==> config.mk <==
export PLATFORM = sky130hd
export DESIGN_NAME = wash_ctrl
export DESIGN_NICKNAME = d
export VERILOG_FILES = /design/src/rtl/wash_ctrl.sv
export SDC_FILE = /design/constraint.sdc
export NUM_CORES = 1
export LEC_CHECK = 0
export ABC_AREA = 1
export CAP_MARGIN = 20
export CORE_MARGIN = 10
export CORE_UTILIZATION = 48
export CTS_BUF_LIST = sky130_fd_sc_hd__clkbuf_2 sky130_fd_sc_hd__clkbuf_4 sky130_fd_sc_hd__clkbuf_8
export DETAILED_ROUTE_END_ITERATION = 8
export PLACE_DENSITY_LB_ADDON = 0.3
export SLEW_MARGIN = 20
export SYNTH_ARGS = -nofsm -noshare
export SYNTH_HDL_FRONTEND = slang
export SYNTH_SLANG_ARGS = --single-unit
==> constraint.sdc <==
create_clock -name clk -period 1.45 [get_ports clk]
set_input_delay 0.435 -clock clk [delete_from_list [all_inputs] [get_ports clk]]
set_output_delay 0.435 -clock clk [all_outputs]
set_load 0.05 [all_outputs]
==> src/rtl/wash_ctrl.sv <==
// Washing-machine program sequencer: supply -> wash -> drain -> dewater rounds, then alarm.
// Gray-coded state drives the external timer block; actuator outputs are registered from next state.
module wash_ctrl #(
  parameter int          ROUNDS     = 3,
  parameter logic [15:0] SUPPLY_TMO = 16'd60000
) (
  input  logic       clk,
  input  logic       reset,
  input  logic       start,
  input  logic       abort,
  input  logic       water_full,
  input  logic       wash,
  input  logic       water,
  input  logic       dewater,
  input  logic       alarm,
  output logic [2:0] state_out,
  output logic       valve_in,
  output logic       motor,
  output logic       valve_out,
  output logic       buzzer,
  output logic [1:0] round_cnt,
  output logic       fault
);

  typedef enum logic [2:0] {
    S_IDLE    = 3'b000,
    S_SUPPLY  = 3'b001,
    S_WASH    = 3'b011,
    S_DRAIN   = 3'b010,
    S_DEWATER = 3'b110,
    S_ALARM   = 3'b100
  } state_t;

  state_t      state;
  state_t      nxt;
  logic [15:0] supply_cnt;
  logic [15:0] cnt_nxt;
  logic [1:0]  rc_nxt;
  logic [1:0]  rc_inc;
  logic        flt_nxt;

  assign rc_inc = (round_cnt == 2'd3) ? 2'd3 : round_cnt + 2'd1;

  always_comb begin
    nxt     = state;
    cnt_nxt = supply_cnt;
    rc_nxt  = round_cnt;
    flt_nxt = fault;
    case (state)
      S_IDLE: begin
        if (start && !abort) begin
          nxt     = S_SUPPLY;
          rc_nxt  = 2'd0;
          flt_nxt = 1'b0;
          cnt_nxt = 16'd0;
        end
      end
      S_SUPPLY: begin
        if (abort) begin
          nxt = S_IDLE;
        end else if (water_full) begin
          nxt     = S_WASH;
          cnt_nxt = 16'd0;
        end else if (supply_cnt == SUPPLY_TMO - 16'd1) begin
          nxt     = S_ALARM;
          flt_nxt = 1'b1;
        end else if (supply_cnt != 16'hFFFF) begin
          cnt_nxt = supply_cnt + 16'd1;
        end
      end
      S_WASH: begin
        if (abort)     nxt = S_IDLE;
        else if (wash) nxt = S_DRAIN;
      end
      S_DRAIN: begin
        if (abort)      nxt = S_IDLE;
        else if (water) nxt = S_DEWATER;
      end
      S_DEWATER: begin
        if (abort) begin
          nxt = S_IDLE;
        end else if (dewater) begin
          rc_nxt  = rc_inc;
          cnt_nxt = 16'd0;
          nxt     = (int'(rc_inc) == ROUNDS) ? S_ALARM : S_SUPPLY;
        end
      end
      S_ALARM: begin
        if (abort || alarm) nxt = S_IDLE;
      end
      default: nxt = S_IDLE;
    endcase
  end

  // Outputs decoded from next state so they line up with state_out
  always_ff @(posedge clk or negedge reset) begin
    if (!reset) begin
      state      <= S_IDLE;
      supply_cnt <= 16'd0;
      round_cnt  <= 2'd0;
      fault      <= 1'b0;
      valve_in   <= 1'b0;
      motor      <= 1'b0;
      valve_out  <= 1'b0;
      buzzer     <= 1'b0;
    end else begin
      state      <= nxt;
      supply_cnt <= cnt_nxt;
      round_cnt  <= rc_nxt;
      fault      <= flt_nxt;
      valve_in   <= (nxt == S_SUPPLY);
      motor      <= (nxt == S_WASH) || (nxt == S_DEWATER);
      valve_out  <= (nxt == S_DRAIN) || (nxt == S_DEWATER);
      buzzer     <= (nxt == S_ALARM);
    end
  end

  assign state_out = state;

endmodule

; ---- Word level (Yosys, flattened, before mapping)
; Cells that the tools add are included.
[word_totals]
ff_bits = 26
out_inout_bits = 10
wordCells = 75
[op_classes]
add_sub_neg = 2
eq_ne = 22
n_mux = 31
n_reduce_logical = 12
[ops]
columns = cell, count
row1 = $mux W16, 7
row2 = $pmux W16 S3, 1
row3 = $mux W3, 12
row4 = $pmux W3 S6, 1
row5 = $add A16 B1 Y16 const B, 1
row6 = $eq A16 B16 Y1 const B, 1
row7 = $ne A16 B16 Y1 const B, 1
row8 = $eq A3 B2 Y1 const B, 4
row9 = $eq A3 B3 Y1 const B, 4
row10 = $ne A2 B2 Y1 const B, 6
row11 = $mux W2, 4
row12 = $reduce_and A7 Y1, 1
row13 = $eq A3 B1 Y1 const B, 2
row14 = $ne A3 B3 Y1 const B, 2
row15 = $reduce_and A5 Y1, 1
row16 = $mux W1, 4
row17 = $pmux W2 S2, 1
row18 = $reduce_and A4 Y1, 1
row19 = $reduce_bool A2 Y1, 2
row20 = $logic_not A3 Y1, 1
row21 = $logic_or A1 B1 Y1, 3
row22 = $reduce_bool A3 Y1, 1
row23 = $add A2 B1 Y2 const B, 1
row24 = $eq A2 B1 Y1 const B, 1
row25 = other kinds (4), 4

; ---- Depth between registers and ports, before layout
; Gate-level depths: netlist (run 1).
[depth]
word_depth = 9
mapped_depth = 12

; ---- Worst setup path before layout (run 1)
; Ideal clock, no wire load.
[synth_timing]
path_type = register to register
startpoint = register state[1], in the netlist state_out[1]
endpoint = register supply_cnt[12]
setup_time_ns = 0.118
arrival_time_ns = 1.634
path_slack_ns = -0.303
stages_incl_launch_ff = 9
n_path_buf = 1
period_less_slack_ns = 1.753
cell_sequence = dfrtp_1 > nand3_1 > inv_2 > o21ai_1 > nor2_2 > nand2_4 > buf_6 > nand2_2 > o21ai_2
[synth_between]
elab_chain_len = 3
word_cells_on_any_way = 12
cone_classes = 8 x eq/ne / 1 x mux / 3 x reduce/logical
[synth_rtl]
columns = item, line
row1 = from (decl), 34  ; state_t state;
row2 = from (signal assigned), 107  ; state <= nxt;
row3 = $eq A3 B1 Y1 (tied with other cells), 49  ; case (state)
row4 = $ne A3 B3 Y1 (no source line) (tied with other cells), --
row5 = $reduce_and A7 Y1 (no source line), --
row6 = to (signal assigned), 108  ; supply_cnt <= cnt_nxt;
row7 = to (decl), 36  ; logic [15:0] supply_cnt;
; Several ways; a longest one is shown, not always the timed one.
; A chain may end at the register's enable or synchronous reset.

; ---- Final worst setup path (run 1)
[layout_timing]
startpoint = register supply_cnt[1]
endpoint = register supply_cnt[4]
[layout_between]
elab_chain_len = 6
word_cells_on_any_way = 11
cone_classes = 1 x add/sub / 4 x eq/ne / 5 x mux / 1 x reduce/logical
[layout_rtl]
columns = item, line
row1 = $add A16 B1 Y16, 68  ; cnt_nxt = supply_cnt + 16'd1;
row2 = $mux W16, 67  ; end else if (supply_cnt != 16'hFFFF) begin
row3 = $mux W16, 64  ; end else if (supply_cnt == SUPPLY_TMO - 16'd1) begin
row4 = $mux W16, 61  ; end else if (water_full) begin
row5 = $mux W16, 59  ; if (abort) begin
row6 = $pmux W16 S3, 49
; Several ways; a longest one is shown, not always the timed one. The select of a mux whose other input is x is not followed.

==> reports/qor.csv, run 1 <==
stage;metric;value;unit
critical_path;cp-startpoint;supply_cnt[1]$_DFFE_PN0P_;
yosys;ys_seq_area_frac;0.367;
clock_network;htreeDepth;1;
place;dp.cells;369;
yosys;synth_top_area_frac;0.367;
global_route;grt_pass1_wl;8890;um
timing;finClkSkew;0.00412;ns
clock_network;clkTransAtPathRegs;0.09;ns
critical_path;r2r-end;supply_cnt[4]$_DFFE_PN0P_;
finish;fill_cells;223;
pwr;power_density;829;mW/mm^2
global_route;grt_use_total;0.171;
route;wl;6810;um
global_route;grt_pass1_vias;1983;
timing;setup_ws;-0.293;ns
finish;post-route-cell-area;0.00285;sq mm
clock_network;numCtsBuffers;3;
yosys;synth_edf_count;0;
floorplan;rows;22;
pwr;p_total;0.00236;W
pwr;peakVddDrop;0.731;mV
timing;period_minus_slack;1.74;ns
yosys;synth_area_leaders;dfrtp_1 37%, nand2_1 18%, nor2_1 6.4%, nand3_1 5.6%, inv_1 5.3%;
finish;multiInputGateArea;0.00117;sq mm
pwr;p_sw;0.000839;W
run;drv_cap;0;
finish;fin_cells;388;
clock_network;cts_buffer_depth;2;
yosys;syn_inst;262;
timing;setup_viol;27;
place;placed_area;0.00248;sq mm
timing;worst_pin_slew;0.299;ns
critical_path;cp.required;1.62;ns
floorplan;die_w;80.8;um
route;num_vias;2171;
pwr;power_switching_share;0.356;
yosys;synth.most_common_cell;nand2_1;
floorplan;design.core.area;0.00361;sq mm
floorplan;ioPinCount;19;
critical_path;cp.arrival;1.92;ns
critical_path;rrSetupSlack;-0.29;ns
critical_path;path_class;flop to flop;
critical_path;r2r_cells;12;
global_route;overflow;0;
yosys;yosys-top-cells-count;84 x nand2_1, 30 x nor2_1, 26 x dfrtp_1;
critical_path;worstSetupEndpointType;flop;
yosys;synthDistinctLibCells;32;
critical_path;crit_slowest_cell;dfrtp_1;
pwr;p_seq_frac;0.345;
route;drt_iter0_markers;245;
place;port_buffers;18;
place;place_congestion;0.937;
outcome;status;complete, but fails checks;
clock_network;clkSinkCount;26;
clock_network;clk_latency;0.28;ns
place;dp_hpwl;3730;um
timing;rsz0062_at_grt;yes;
finish;regArea;657;sq um
pwr;combPwrFrac;0.392;
yosys;synth_nets;272;
timing;finalCritPeriodShare;1.20;
worst_hold_path;min-delay-path-class;input pin to asynchronous set/reset pin;
timing;slew_viol_final;0;
pwr;p_leak;1.36;nW
yosys;avgSynthCellArea;6.77;sq um
route;drc;0;
floorplan;dieArea;0.00652;sq mm
yosys;synth_area;0.00177;sq mm
yosys;ys_async_sr_fraction;1.00;
floorplan;die_h;80.8;um
timing;fmax;574;MHz
pwr;p_clk_frac;0.263;
critical_path;r2r-start;supply_cnt[1]$_DFFE_PN0P_;
finish;syn_to_final_growth;60.7;%
finish;drive_above_1_share;0.429;
critical_path;cp-endpoint;supply_cnt[4]$_DFFE_PN0P_;
clock_network;cts_root_buf;clkbuf_8;
place;preCtsSetupSlack;-0.515;ns
route;postRouteAntennaNets;0;
pwr;p_int;0.00152;W
yosys;ys_warn_count;0;
yosys;synth-seq-cells;26;
finish;diodes;0;
route;vias_per_cell;5.60;
yosys;ys.flop_type;dfrtp_1;
critical_path;crit_fanout;4;
yosys;synth_top_area_cell;dfrtp_1;
floorplan;initial_core_util;0.492;
critical_path;path_cells;ha_4, nand2_4, nor2_4, nand2_4, nor2_4, nand2_2, nand2_2, buf_6, a21boi_2, buf_4, nand2_1, nand2_1;
critical_path;critPathMaxStageDelay;0.42;ns
global_route;grt_max_degree;27;
outcome;violations;setup timing;
route;wire_per_inst;17.6;um
timing;final-hold-violation-count;0;
timing;relSlewSlack;0.799;
clock_network;cts_tree;done;
finish;nNetsFinal;351;
global_route;antenna_found_initial;0;
route;first_pass_iters;5;
critical_path;setup.worst_path.start_class;flop;
routing by layer:
| layer | vias to the layer above | share of wire | global-route usage |
|---|---|---|---|
| li1 | 999 | - | - |
| met3 | 39 | 0.077 | 0.0320 |
| met1 | 1002 | 0.36 | 0.195 |
| met2 | 131 | 0.52 | 0.314 |
| met5 | - | 0 | 0 |
| met4 | 0 | 0.043 | 0.0519 |
flip-flops by register name (all words and copies together), names as in the netlist:
register	count
supply_cnt	16
state_out	3
round_cnt	2
buzzer	1
fault	1
motor	1
valve_in	1
valve_out	1
critical path: cells and delay by family, from the launching register on:
family / cells / cell delay, ns
simple gates: 8 / 0.71
flops: 1 / 0.42
buf+inv: 2 / 0.26
fa+ha+maj: 1 / 0.18
compound gates: 1 / 0.05
worst min path at each step:
stage	startpoint	endpoint
6_report	reset	supply_cnt[10]$_DFFE_PN0P_
5_1_grt	reset	supply_cnt[7]$_DFFE_PN0P_
4_1_cts	reset	supply_cnt[10]$_DFFE_PN0P_
3_5_place_dp	fault$_DFFE_PN0P_	fault$_DFFE_PN0P_
3_3_place_gp	fault$_DFFE_PN0P_	fault$_DFFE_PN0P_
2_1_floorplan	reset	buzzer$_DFF_PN0_
power groups by stage:
stage | combinational [W] | sequential [W] | clock, W
finish | 0.000924 | 0.000815 | 0.000621
global route | 0.000966 | 0.000818 | 0.000639
CTS | 0.000793 | 0.000810 | 0.000624
detailed placement | 0.000725 | 0.000823 | 0
global placement | 0.000713 | 0.000823 | 0
floorplan | 0.000264 | 0.000941 | 0
timing repair:
item / 4_1_cts / 5_1_grt
cloned: 0 / 2
setup endpoints to repair: 24 / 27
hold buffers: 0 / 0
setup buffers: 8 / 6
pin swaps: 12 / 20
resized for setup: 20 / 36
final cells by class:
type / instances / share of cell area
multi-input combinational: 203 / 0.412
timing repair buffer: 79 / 0.273
sequential: 26 / 0.231
inverter: 28 / 0.0382
tap: 48 / 0.0211
clock buffer: 3 / 0.0145
clock inverter: 1 / 0.0105
cells in the final DEF, fill, tap and decap left out, types with 2 or more instances in the layout:
cell             count
nand3_1             18
buf_4               55
o21ai_1              8
nand2_8              2
buf_6                5
nand4_1             14
and2_1               3
nor2_4               6
inv_1               22
nor2_2               6
dfrtp_1             21
inv_2                5
nand2_2             26
a21oi_2              2
o21ai_2              6
nor2_1              23
dlymetal6s2s_1       3
nand2_4              5
clkbuf_8             3
nand2_1             63
nor3_1               4
dfrtp_2              5
buf_12              11
clkdlybuf4s50_1      5
nor3_2               2
xor2_1               2
o21ai_0              2
kinds of logic after synthesis:
family	count (synthesis)	share of synthesized area
xor+xnor	3	0.0148
flops	26	0.367
buf+inv	35	0.0861
compound gates	23	0.0812
fa+ha+maj	1	0.00706
simple gates	174	0.444
through the flow:
step / hold slack, ns / utilization / TNS (ns)
2_1_floorplan: 0.139 / - / -1.53
3_3_place_gp: 0.544 / 0.687 / -9.51
3_5_place_dp: 0.568 / 0.687 / -11.03
4_1_cts: 0.526 / 0.739 / -2.77
5_1_grt: 0.534 / 0.790 / -6.73
6_report: 0.516 / 0.790 / -4.84
Power figures use the tool's default switching activity.
==> run 2: changes to the inputs <==
- ABC_AREA: 1 -> unset
==> run 2 against run 1 <==
- the run still ends with setup timing left
- flip-flop and latch count did not move
- first-iteration DRC count rose by 130%
- utilization up 7.9 points
- critical endpoint is now supply_cnt[8]$_DFFE_PN0P_
==> reports/qor.csv, run 2 <==
stage;metric;value;unit
critical_path;path_buf_inv;1;
timing;slew_viol_final;0;
route;drc;0;
yosys;synth_top_area_frac;0.448;
finish;syn_to_final_growth;69.3;%
yosys;synth_edf_count;0;
timing;finalCritPeriodShare;1.58;
floorplan;die_w;75.0;um
clock_network;cts_buffer_depth;2;
critical_path;critPathMaxStageDelay;0.59;ns
timing;setup_viol;30;
critical_path;crit_slowest_cell;or4_4;
worst_hold_path;min-delay-path-class;input pin to asynchronous set/reset pin;
yosys;synth_area;0.00145;sq mm
place;dp_hpwl;3460;um
critical_path;cp.required;1.69;ns
yosys;ys.flop_type;dfrtp_1;
outcome;violations;setup timing;
finish;nNetsFinal;250;
finish;drive_above_1_share;0.448;
yosys;synthDistinctLibCells;41;
route;postRouteAntennaNets;0;
finish;largest_register_ffs;16;
yosys;synth-seq-cells;26;
critical_path;path_class;flop to flop;
yosys;ys_async_sr_fraction;1.00;
route;num_vias;1954;
finish;top_register;supply_cnt;
place;port_buffers;18;
timing;rsz0062_at_grt;yes;
place;dp.cells;255;
finish;diodes;0;
place;placed_area;0.00218;sq mm
place;preCtsSetupSlack;-0.815;ns
yosys;synth_area_leaders;dfrtp_1 45%, o31ai_1 7.8%, nand3_1 4.1%, nor2_1 4.1%, nand2_1 3.4%;
global_route;overflow;0;
floorplan;initial_core_util;0.513;
finish;multiInputGateArea;873;sq um
finish;fin_cells;270;
timing;finClkSkew;0.00848;ns
place;place_congestion;0.940;
yosys;synth_nets;169;
floorplan;dieArea;0.00563;sq mm
yosys;synth_top_area_cell;dfrtp_1;
global_route;grt_max_degree;27;
timing;relSlewSlack;0.550;
global_route;grt_use_met1;0.216;
floorplan;design.core.area;0.00283;sq mm
floorplan;die_h;75.0;um
floorplan;ioPinCount;19;
yosys;synth.most_common_cell;dfrtp_1;
pwr;peakVddDrop;0.845;mV
yosys;avgSynthCellArea;9.14;sq um
route;drt_iter0_markers;559;
floorplan;rows;19;
global_route;grt_util_met2;0.339;
route;vias_per_cell;7.24;
finish;final_cell_mix;52 x buf_4, 23 x dfrtp_1, 13 x nor2_1, 13 x o31ai_1, 13 x buf_12;
route;wire_per_inst;24.7;um
timing;period_minus_slack;2.29;ns
finish;final_common_cell;buf_4;
route;wl;6670;um
timing;worst_pin_slew;0.675;ns
pwr;p_leak;1.12;nW
critical_path;path_cells;or4b_4, or4_4, nand4_1, buf_12, nor2_1, o32a_1;
critical_path;setup.worst_path.start_class;flop;
global_route;grt_pass1_wl;8290;um
global_route;grt_use_total;0.189;
yosys;ys_seq_area_frac;0.448;
clock_network;cts_root_buf;clkbuf_4;
clock_network;numCtsBuffers;3;
global_route;grt_use_met3;0.0420;
clock_network;clkTransAtPathRegs;0.15;ns
critical_path;crit_fanout;10;
yosys;yosys-top-cells-count;26 x dfrtp_1, 16 x nor2_1, 15 x o31ai_1;
outcome;status;complete, but fails checks;
clock_network;htreeDepth;1;
pwr;p_total;0.00182;W
finish;regArea;654;sq um
yosys;ys_warn_count;0;
finish;post-route-cell-area;0.00246;sq mm
clock_network;clk_latency;0.34;ns
route;first_pass_iters;6;
clock_network;clkSinkCount;26;
timing;final-hold-violation-count;0;
critical_path;cp.arrival;2.53;ns
yosys;syn_inst;159;
global_route;grt_pass1_vias;1701;
pwr;power_density;740;mW/mm^2
finish;fill_cells;127;
critical_path;worstSetupEndpointType;flop;
clock_network;cts.hold.buffers_added;0;
critical_path;crit_family;simple AND/OR/NAND/NOR gates;
clock_network;cts_tree;done;
global_route;antenna_found_initial;0;
run;drv_cap;0;
global_route;top_usage_layer;met2;
timing;tns;-18.48;ns
timing;setup_ws;-0.836;ns
timing;fmax;438;MHz
-- run 2: cell count changes after synthesis, sizes merged, moves of 4 or more --
| cell | before | now |
|---|---|---|
| nand2 | 94 | 13 |
| inv | 27 | 4 |
| nor2 | 35 | 17 |
| o31ai | 0 | 15 |
| nand4 | 14 | 4 |
| nand3 | 20 | 12 |
| o21ai | 16 | 10 |
| a31oi | 0 | 4 |
-- run 2: power breakdown --
part	total, W	switching (W)	leakage, nW	internal [W]
sequential	0.000785	0.0000295	0.355	0.000756
clock	0.000391	0.000237	0.0210	0.000154
combinational	0.000644	0.000342	0.739	0.000302
total	0.00182	0.000608	1.12	0.00121
-- run 2: path summary, 6_finish.rpt --
path	start	endpoint	slack [ns]	cells after the start
min reg2reg	supply_cnt[7]$_DFFE_PN0P_	supply_cnt[7]$_DFFE_PN0P_	0.58	2
min in group clk	supply_cnt[7]$_DFFE_PN0P_	supply_cnt[7]$_DFFE_PN0P_	0.58	2
max reg2reg	supply_cnt[10]$_DFFE_PN0P_	supply_cnt[8]$_DFFE_PN0P_	-0.84	6
max in group asynchronous	reset	state_out[1]$_DFF_PN0_	0.86	2
min	reset	supply_cnt[8]$_DFFE_PN0P_	0.43	2
max	supply_cnt[10]$_DFFE_PN0P_	supply_cnt[8]$_DFFE_PN0P_	-0.84	6
-- run 2: layer usage --
metal	routed length [um]	part of all wire
met1	2250	0.34
met2	3150	0.47
met3	673	0.10
met4	597	0.090
met5	0	0
-- run 2: cell families (layout without fill, tap and decap cells) --
| logic type | after synthesis | count (layout) | share of synthesized area |
|---|---|---|---|
| buffers and inverters | 11 | 91 | 0.0379 |
| adders and majority gates | 1 | 1 | 0.00861 |
| DFF | 26 | 26 | 0.448 |
| AOI/OAI and AO/OA | 49 | 49 | 0.245 |
| and+or+nand+nor | 72 | 72 | 0.261 |
-- run 2: worst register-to-register path, cell delays in order (launching register included) --
cell and delay (ns):
dfrtp_1 0.43, or4b_4 0.56, or4_4 0.59, nand4_1 0.22, buf_12 0.17, nor2_1 0.06, o32a_1 0.16
-- run 2: area by class of cell --
class | instances | area share
clock buffer | 4 | 0.0148
multi-input combinational | 122 | 0.355
inverter | 4 | 0.00610
tap | 31 | 0.0158
timing repair buffer | 83 | 0.342
sequential | 26 | 0.266
-- run 2: repair_timing --
item	in CTS	in global routing
endpoints found under the setup margin	28	30
pin swaps	3	7
buffers inserted	4	9
gates resized for setup	16	24
-- run 2: through the flow --
step,hold WS [ns],util
3_3_place_gp,0.550,0.770
6_report,0.430,0.870
2_1_floorplan,0.139,-
4_1_cts,0.449,0.819
5_1_grt,0.429,0.870
3_5_place_dp,0.553,0.770
